[config.mk]
export PLATFORM = sky130hd
export DESIGN_NAME = am_constant_serial_loader
export DESIGN_NICKNAME = d
export VERILOG_FILES = /design/src/rtl/am_constant_serial_loader.sv
export SDC_FILE = /design/constraint.sdc
export NUM_CORES = 1
export LEC_CHECK = 0
export CAP_MARGIN = 0
export CORE_MARGIN = 1.5
export CORE_UTILIZATION = 56
export CTS_CLUSTER_DIAMETER = 60
export DETAILED_ROUTE_END_ITERATION = 6
export MAX_ROUTING_LAYER = met4
export PLACE_DENSITY = 0.84
export SYNTH_ARGS = -nofsm -noshare
export SYNTH_HDL_FRONTEND = slang
export SYNTH_SLANG_ARGS = --single-unit
export TNS_END_PERCENT = 1
[constraint.sdc]
create_clock -name Clock -period 2.4 [get_ports Clock]
set_input_delay 0.24 -clock Clock [delete_from_list [all_inputs] [get_ports Clock]]
set_output_delay 0.24 -clock Clock [all_outputs]
set_load 0.02 [all_outputs]
[src/rtl/am_constant_serial_loader.sv]
// -----------------------------------------------------------------------------
// am_constant_serial_loader
//
// Host-side writer for the 16-bit AM constant load register. Deserializes a
// framed mode-0 word (CS_N / SCLK / SDI, MSB first) from the control MCU and
// hands it to the constant register as a (Dout, EN) pair. Frames with the
// wrong bit count, or that stall for TIMEOUT Clock cycles between SCLK rising
// edges, are rejected with a FrameErr pulse, so the running constant is left
// alone.
//
// Ports
//   Clock     system clock, all logic on its rising edge
//   Reset     synchronous, active-high reset
//   CS_N      host frame select, active low, asynchronous to Clock
//   SCLK      host serial clock, asynchronous to Clock
//   SDI       host serial data, captured on synchronized SCLK rising edges
//   Dout      last accepted word, held between frames
//   EN        one-cycle load strobe, valid together with the new Dout
//   Busy      high while a frame is in progress or being resolved
//   FrameErr  one-cycle pulse when a frame is rejected
// -----------------------------------------------------------------------------
module am_constant_serial_loader #(
   parameter int DATA_W      = 16,
   parameter int SYNC_STAGES = 2,
   parameter int TIMEOUT     = 1023
) (
   input  logic              Clock,
   input  logic              Reset,
   input  logic              CS_N,
   input  logic              SCLK,
   input  logic              SDI,
   output logic [DATA_W-1:0] Dout,
   output logic              EN,
   output logic              Busy,
   output logic              FrameErr
);

   localparam int CNT_W = $clog2(DATA_W + 2);
   localparam int TMO_W = $clog2(TIMEOUT + 1);

   localparam logic [CNT_W-1:0] CNT_FULL = CNT_W'(DATA_W);
   localparam logic [CNT_W-1:0] CNT_OVF  = CNT_W'(DATA_W + 1);
   localparam logic [TMO_W-1:0] TMO_MAX  = TMO_W'(TIMEOUT);

   typedef enum logic [1:0] {
      IDLE,
      SHIFT,
      LOAD,
      ERR
   } state_t;

   // ---------------------------------------------------------------------------
   // Input synchronizers and edge detection
   // ---------------------------------------------------------------------------
   logic [SYNC_STAGES-1:0] cs_sync;
   logic [SYNC_STAGES-1:0] sclk_sync;
   logic [SYNC_STAGES-1:0] sdi_sync;
   logic [SYNC_STAGES-1:0] settle;
   logic                   cs_s;
   logic                   sclk_s;
   logic                   sdi_s;
   logic                   cs_prev;
   logic                   sclk_prev;
   logic                   sdi_prev;
   logic                   armed;
   logic                   cs_fall;
   logic                   cs_rise_q;
   logic                   sclk_rise_q;

   assign cs_s   = cs_sync[SYNC_STAGES-1];
   assign sclk_s = sclk_sync[SYNC_STAGES-1];
   assign sdi_s  = sdi_sync[SYNC_STAGES-1];

   // NOTE: every clocked process uses non-blocking assignments so all flops
   // sample the values from before the edge; blocking here would collapse the
   // synchronizer chain into a single stage.
   always_ff @(posedge Clock) begin
      if (Reset) begin
         // NOTE: synchronizer flops reset to the idle line levels (CS_N high,
         // SCLK and SDI low) rather than being left unreset, so the edge
         // detectors see no spurious edge coming out of reset.
         cs_sync     <= '1;
         sclk_sync   <= '0;
         sdi_sync    <= '0;
         settle      <= '0;
         cs_prev     <= 1'b1;
         sclk_prev   <= 1'b0;
         sdi_prev    <= 1'b0;
         armed       <= 1'b0;
         cs_rise_q   <= 1'b0;
         sclk_rise_q <= 1'b0;
      end else begin
         cs_sync     <= {cs_sync[SYNC_STAGES-2:0], CS_N};
         sclk_sync   <= {sclk_sync[SYNC_STAGES-2:0], SCLK};
         sdi_sync    <= {sdi_sync[SYNC_STAGES-2:0], SDI};
         settle      <= {settle[SYNC_STAGES-2:0], 1'b1};
         cs_prev     <= cs_s;
         sclk_prev   <= sclk_s;
         sdi_prev    <= sdi_s;
         // Until a genuine CS_N-high level has come through the synchronizer
         // after reset, a low CS_N belongs to a frame that was cut by reset.
         armed       <= armed | (settle[SYNC_STAGES-1] & cs_s);
         // In-frame events are registered as a pair so a coincident SCLK and
         // CS_N rise always reach the FSM in the same cycle; sdi_prev is the
         // SDI copy aligned with the registered SCLK edge.
         cs_rise_q   <= cs_s & ~cs_prev;
         sclk_rise_q <= sclk_s & ~sclk_prev;
      end
   end

   assign cs_fall = armed & cs_prev & ~cs_s;

   // ---------------------------------------------------------------------------
   // Frame FSM
   // ---------------------------------------------------------------------------
   state_t            state;
   state_t            state_next;
   logic [CNT_W-1:0]  bit_cnt;
   logic [CNT_W-1:0]  bit_cnt_next;
   logic [DATA_W-1:0] shift_q;
   logic [DATA_W-1:0] shift_next;
   logic [TMO_W-1:0]  tmo_cnt;
   logic [TMO_W-1:0]  tmo_next;

   // NOTE: every signal driven here gets a default before the case statement;
   // a path that leaves one unassigned would infer a latch.
   always_comb begin
      state_next   = state;
      bit_cnt_next = bit_cnt;
      shift_next   = shift_q;
      tmo_next     = tmo_cnt;

      unique case (state)
         IDLE: begin
            bit_cnt_next = '0;
            shift_next   = '0;
            tmo_next     = '0;
            if (cs_fall) begin
               state_next = SHIFT;
            end
         end

         SHIFT: begin
            // CS_N rise wins over a coincident SCLK rise: the count is judged
            // as it stood before that last SCLK edge.
            if (cs_rise_q) begin
               state_next = (bit_cnt == CNT_FULL) ? LOAD : ERR;
            end else if (sclk_rise_q) begin
               shift_next = {shift_q[DATA_W-2:0], sdi_prev};
               if (bit_cnt != CNT_OVF) begin
                  bit_cnt_next = bit_cnt + 1'b1;
               end
               tmo_next = '0;
            end else begin
               tmo_next = tmo_cnt + 1'b1;
               if (tmo_next == TMO_MAX) begin
                  state_next = ERR;
               end
            end
         end

         LOAD: begin
            state_next = IDLE;
         end

         ERR: begin
            if (cs_s) begin
               state_next = IDLE;
            end
         end

         default: begin
            state_next = IDLE;
         end
      endcase
   end

   always_ff @(posedge Clock) begin
      if (Reset) begin
         state    <= IDLE;
         bit_cnt  <= '0;
         shift_q  <= '0;
         tmo_cnt  <= '0;
         Dout     <= '0;
         FrameErr <= 1'b0;
      end else begin
         state    <= state_next;
         bit_cnt  <= bit_cnt_next;
         shift_q  <= shift_next;
         tmo_cnt  <= tmo_next;
         // Dout is updated on the edge into LOAD so it is valid with EN.
         if (state_next == LOAD) begin
            Dout <= shift_q;
         end
         FrameErr <= (state_next == ERR) && (state != ERR);
      end
   end

   assign EN   = (state == LOAD);
   assign Busy = (state != IDLE);

endmodule

==> results.md <==
- In this run, post-CTS repair resized a total of 0 instances.
- The number of input and output port buffers inserted is 23.
- The actual transition at the worst max-transition pin is 0.7742 ns.
- The power per cell area is 690.3 nW/um^2.
- The final hold violation count is 0.
- The analysis attributes to cell leakage a power of 1.202 nW.
- The most used flip-flop cell after synthesis is sky130_fd_sc_hd__dfxtp_1.
- The share of total power in sequential cells is between 50% and 60%.
- The die span in y is around 71 um.
- The post-place setup slack is 0.4161 ns.
- On the critical path the largest part of the delay comes from simple AND/OR/NAND/NOR gates.
- The initial antenna violation count is 0.
- After detailed routing, the number of remaining DRC violations is 0.
- Global routing consumed, on the met2 layer, 33.96% of the routing resources.
- The post-route clock skew is 0.007192 ns.
- The vias after detailed routing is 2031.
- Once placement finished, the instance area stood at 2828 um^2.
- Pin placement for this block handled 24 I/O pins.
- By instance count, the cell type seen most on the critical path is sky130_fd_sc_hd__or3_1.
- The total area inside the core boundary comes to 4384 um^2.
- The starting density of the core is around three fifths.
- The clock network latency to the later pin of the worst-skew pair is around 0.33 ns.
- The worst-case headroom to the max-slew limit is 48.38%.
- The post-layout instance count excluding filler cells is 365.
- The number of different library cells used by synthesis comes to 39.
- In this run the post-CTS setup repair buffer count came out at 0.
- The overall die width is 70.83 um.
- The internal power of the cells totals 1.687 mW.
- After global routing the overflow that remains totals 0.
- Summing all multi-input logic gate instances after layout gives between 1000 and 1500 um^2.
- The count of warnings emitted by yosys is 0.
- For this design the total switching power over the nets is between 400 and 500 uW.
- The clock net in this run drives a total of 64 sinks.
- The clock share of power is between 40% and 50%.
- The area taken by flip-flops and latches is 1281 um^2.
- For this run, the detailed router's first-pass iteration total came to 4.
- Entering global routing, the biggest net connects 47 pins.
- The diode insertion count for antenna repair is 0.
- The number of nets with antenna violations after routing is 0.
- Dividing the detail-routed wire length by the instance count gives around 13 um.
- Once detailed placement completed, the half-perimeter wirelength came to 3.214 mm.
- The clock period could shrink to 2.005 ns.
- In this run the core area contains 24 standard-cell rows.
- The final critical-path share of the clock period is 83.56%.
- The kind of start point of the critical path is a register.
- The via count of the first global-routing pass was 1935.
- The critical path in this run is classified as register to register.
- Walking the worst path, the cells encountered are nand2b_1, or3_1, or3_1, or3_1, a21oi_1.
- The number of cells produced by synthesis is 288.
- Static timing analysis puts the maximum clock frequency at 498.6 MHz.
- The total wirelength of the detailed-routed design is 4.848 mm.
- The max-slew violation count is 0.
- The number of violations of the max-capacitance limit is 0.
- Global routing used between 20% and 30% of the available tracks across all layers.
- STA classifies the critical path endpoint as a register.
- The mapped cell area is 2576 um^2.
- At the end of routability-driven placement, the weighted congestion stood at 0.8284.
- Once placement completed, the tool counted placed cells totaling 351.
- Compared with the post-synthesis result, the final layout area differs by 17.82%.
- In this run, the combinational gates consume 2.2% of the power.
- The first-pass GRT wire length is about 8.5 mm.
- Clock-pin slew was measured on the worst setup and hold paths at 0.06 ns.
- The average vias per placed instance is 5.564.
- Sequential cells were found to cover 49.73% of the synthesized design area.
- When the netlist entered floorplanning its net count stood at between 200 and 300.
- The mean area per synthesized cell is just under 9 um^2.
- Tracing the worst setup path back leads to its startpoint at state[1].
- The flow ran to the end, and the final reports show no timing, DRC or antenna violations.
- The number of synthesized flops with an enable pin is 0.
- Cells with a size suffix above 1 make up between 7 and 8% of the layout.
- The required time of the worst setup path is 2.65 ns.
- In this run the worst path has a maximum fanout of 13.
- The largest buffer count on any clock path is 2.
- The die area is 5016 um^2.
- The highest cell delay on the worst timing path is 0.47 ns.
- The number of design-rule violations left by the first detailed-router iteration is 149.
- Clock tree synthesis selected as its root buffer the cell sky130_fd_sc_hd__clkbuf_8.
- The worst-path cell with the longest stage delay is sky130_fd_sc_hd__or3_1.
- The CTS tree is yes.
- The class of the worst hold path is register to register.
- After routing, the total negative slack on setup checks comes to 0 ns.
- In this run the most critical hold path is launched from sclk_prev.
- The number of synthesized register bits is 64.
- The async set-reset flop share out of synthesis is 0%.
- After layout, the worst setup slack is 0.3945 ns.
- Net switching is roughly 20% of the power.
- After the last flow step, the layout net total stands at 320.
- The buffers plus inverters on the worst setup path is 0.
- TritonCTS created 9 clock buffers.
- The layout filler cell count is 358.
- For this design, the CTS-stage hold fixing added 0 buffers.
- Setup repair after global routing left no endpoint under its margin.
- For met1 alone, demand over resource in global routing was 26.61%.
- The global routing stage identified its most utilized layer as met2.
- The highest ir drop seen on vdd is 0.5215 mV.
- Setup violations remaining at the end of the flow were counted as 0.
- After routing the design area is 3035 um^2.
- The H-tree depth is 3.
- The startpoint identified for the worst register-to-register timing path is state[1].
- Data on the critical path arrives at its endpoint at 2.26 ns.
- The met3 layer usage reported by global route is 8.405%.
layer usage:
metal  up-vias  wire length [um]
met1       942              2265
met3         6               259
met5         -                 0
met2        49              2269
met4         0                54
li1       1034                 -
worst paths after layout:
kind | endpoint | slack, ns | cells after the start
worst max-delay path | tmo_cnt[9] | 0.39 | 5
worst min-delay path | sclk_rise_q | 0.38 | 1
worst max register to register | tmo_cnt[9] | 0.39 | 5
worst min register to register | sclk_rise_q | 0.38 | 1
power by group through the flow:
stage | sequential (mW) | clock (mW) | combinational (mW)
2_1_floorplan | 1.10 | 0 | 0.0334
3_3_place_gp | 1.10 | 0 | 0.0462
3_5_place_dp | 1.10 | 0 | 0.0470
4_1_cts | 1.08 | 0.991 | 0.0468
5_1_grt | 1.08 | 1.04 | 0.0524
6_report | 1.08 | 0.971 | 0.0468
area by class of cell:
type | count | share of cell area, %
Inverter | 7 | 0.8656
Timing Repair Buffer | 28 | 8.656
Sequential cell | 64 | 42.21
Multi-Input combinational cell | 200 | 39.28
Tap cell | 52 | 2.143
Clock buffer | 10 | 4.534
Clock inverter | 4 | 2.308
registers in the layout, indices dropped and copies added, names as in the netlist:
register     cells
FrameErr         1
cs_rise_q        1
cs_sync          2
settle           2
cs_prev          1
tmo_cnt         10
shift_q         16
armed            1
sclk_rise_q      1
bit_cnt          5
sclk_prev        1
sdi_prev         1
Dout            16
sdi_sync         2
state            2
sclk_sync        2
cell families after synthesis:
family | count (synthesis) | synth area share (%)
buf+inv | 24 | 3.983
simple gates | 119 | 22.88
fa+ha+maj | 5 | 2.428
mux | 18 | 6.994
flops | 64 | 49.73
compound gates | 52 | 11.95
xor+xnor | 6 | 2.040
synthesized netlist by cell type (all sizes together) (5+ instances only):
master | count | area share, %
nor2b | 11 | 2.7
clkbuf | 11 | 1.7
xor2 | 5 | 1.7
nor2 | 33 | 4.8
a31oi | 5 | 1.2
inv | 7 | 1.0
ha | 5 | 2.4
nand3 | 21 | 4.3
nand2 | 25 | 3.6
dfxtp | 64 | 50
buf | 6 | 1.3
nor3 | 5 | 0.97
o21ai | 6 | 1.2
a21oi | 29 | 5.6
mux2i | 18 | 7.0
worst reg2reg max path: cells and delay by family (launching register included):
kind / cells / cell delay [ns]
AO/OA/AOI/OAI: 1 / 0.13
flip-flops: 1 / 0.41
AND/OR/NAND/NOR: 4 / 1.39
metrics by stage:
stage / power, mW / hold WS (ns) / util, %
finish: 2.095 / 0.3834 / 69.24
floorplan: 1.133 / 0.3438 / -
CTS: 2.115 / 0.3868 / 69.24
global placement: 1.147 / 0.3723 / 64.50
global route: 2.167 / 0.4159 / 69.24
detailed placement: 1.148 / 0.3776 / 64.50
cells in the final DEF (no fill, tap or decap), types with 4 or more instances in the layout:
master,count
sky130_fd_sc_hd__dfxtp_1,64
sky130_fd_sc_hd__clkdlybuf4s50_1,22
sky130_fd_sc_hd__nand2b_1,4
sky130_fd_sc_hd__mux2i_1,18
sky130_fd_sc_hd__nor2b_1,11
sky130_fd_sc_hd__or3_1,4
sky130_fd_sc_hd__nor3_1,5
sky130_fd_sc_hd__clkbuf_8,10
sky130_fd_sc_hd__ha_1,5
sky130_fd_sc_hd__xor2_1,5
sky130_fd_sc_hd__inv_1,7
sky130_fd_sc_hd__nand3_1,20
sky130_fd_sc_hd__a31oi_1,5
sky130_fd_sc_hd__nor2_1,33
sky130_fd_sc_hd__nand2_1,25
sky130_fd_sc_hd__o21ai_0,6
sky130_fd_sc_hd__a21oi_1,29
sky130_fd_sc_hd__buf_4,5
Power figures use the tool's default switching activity.
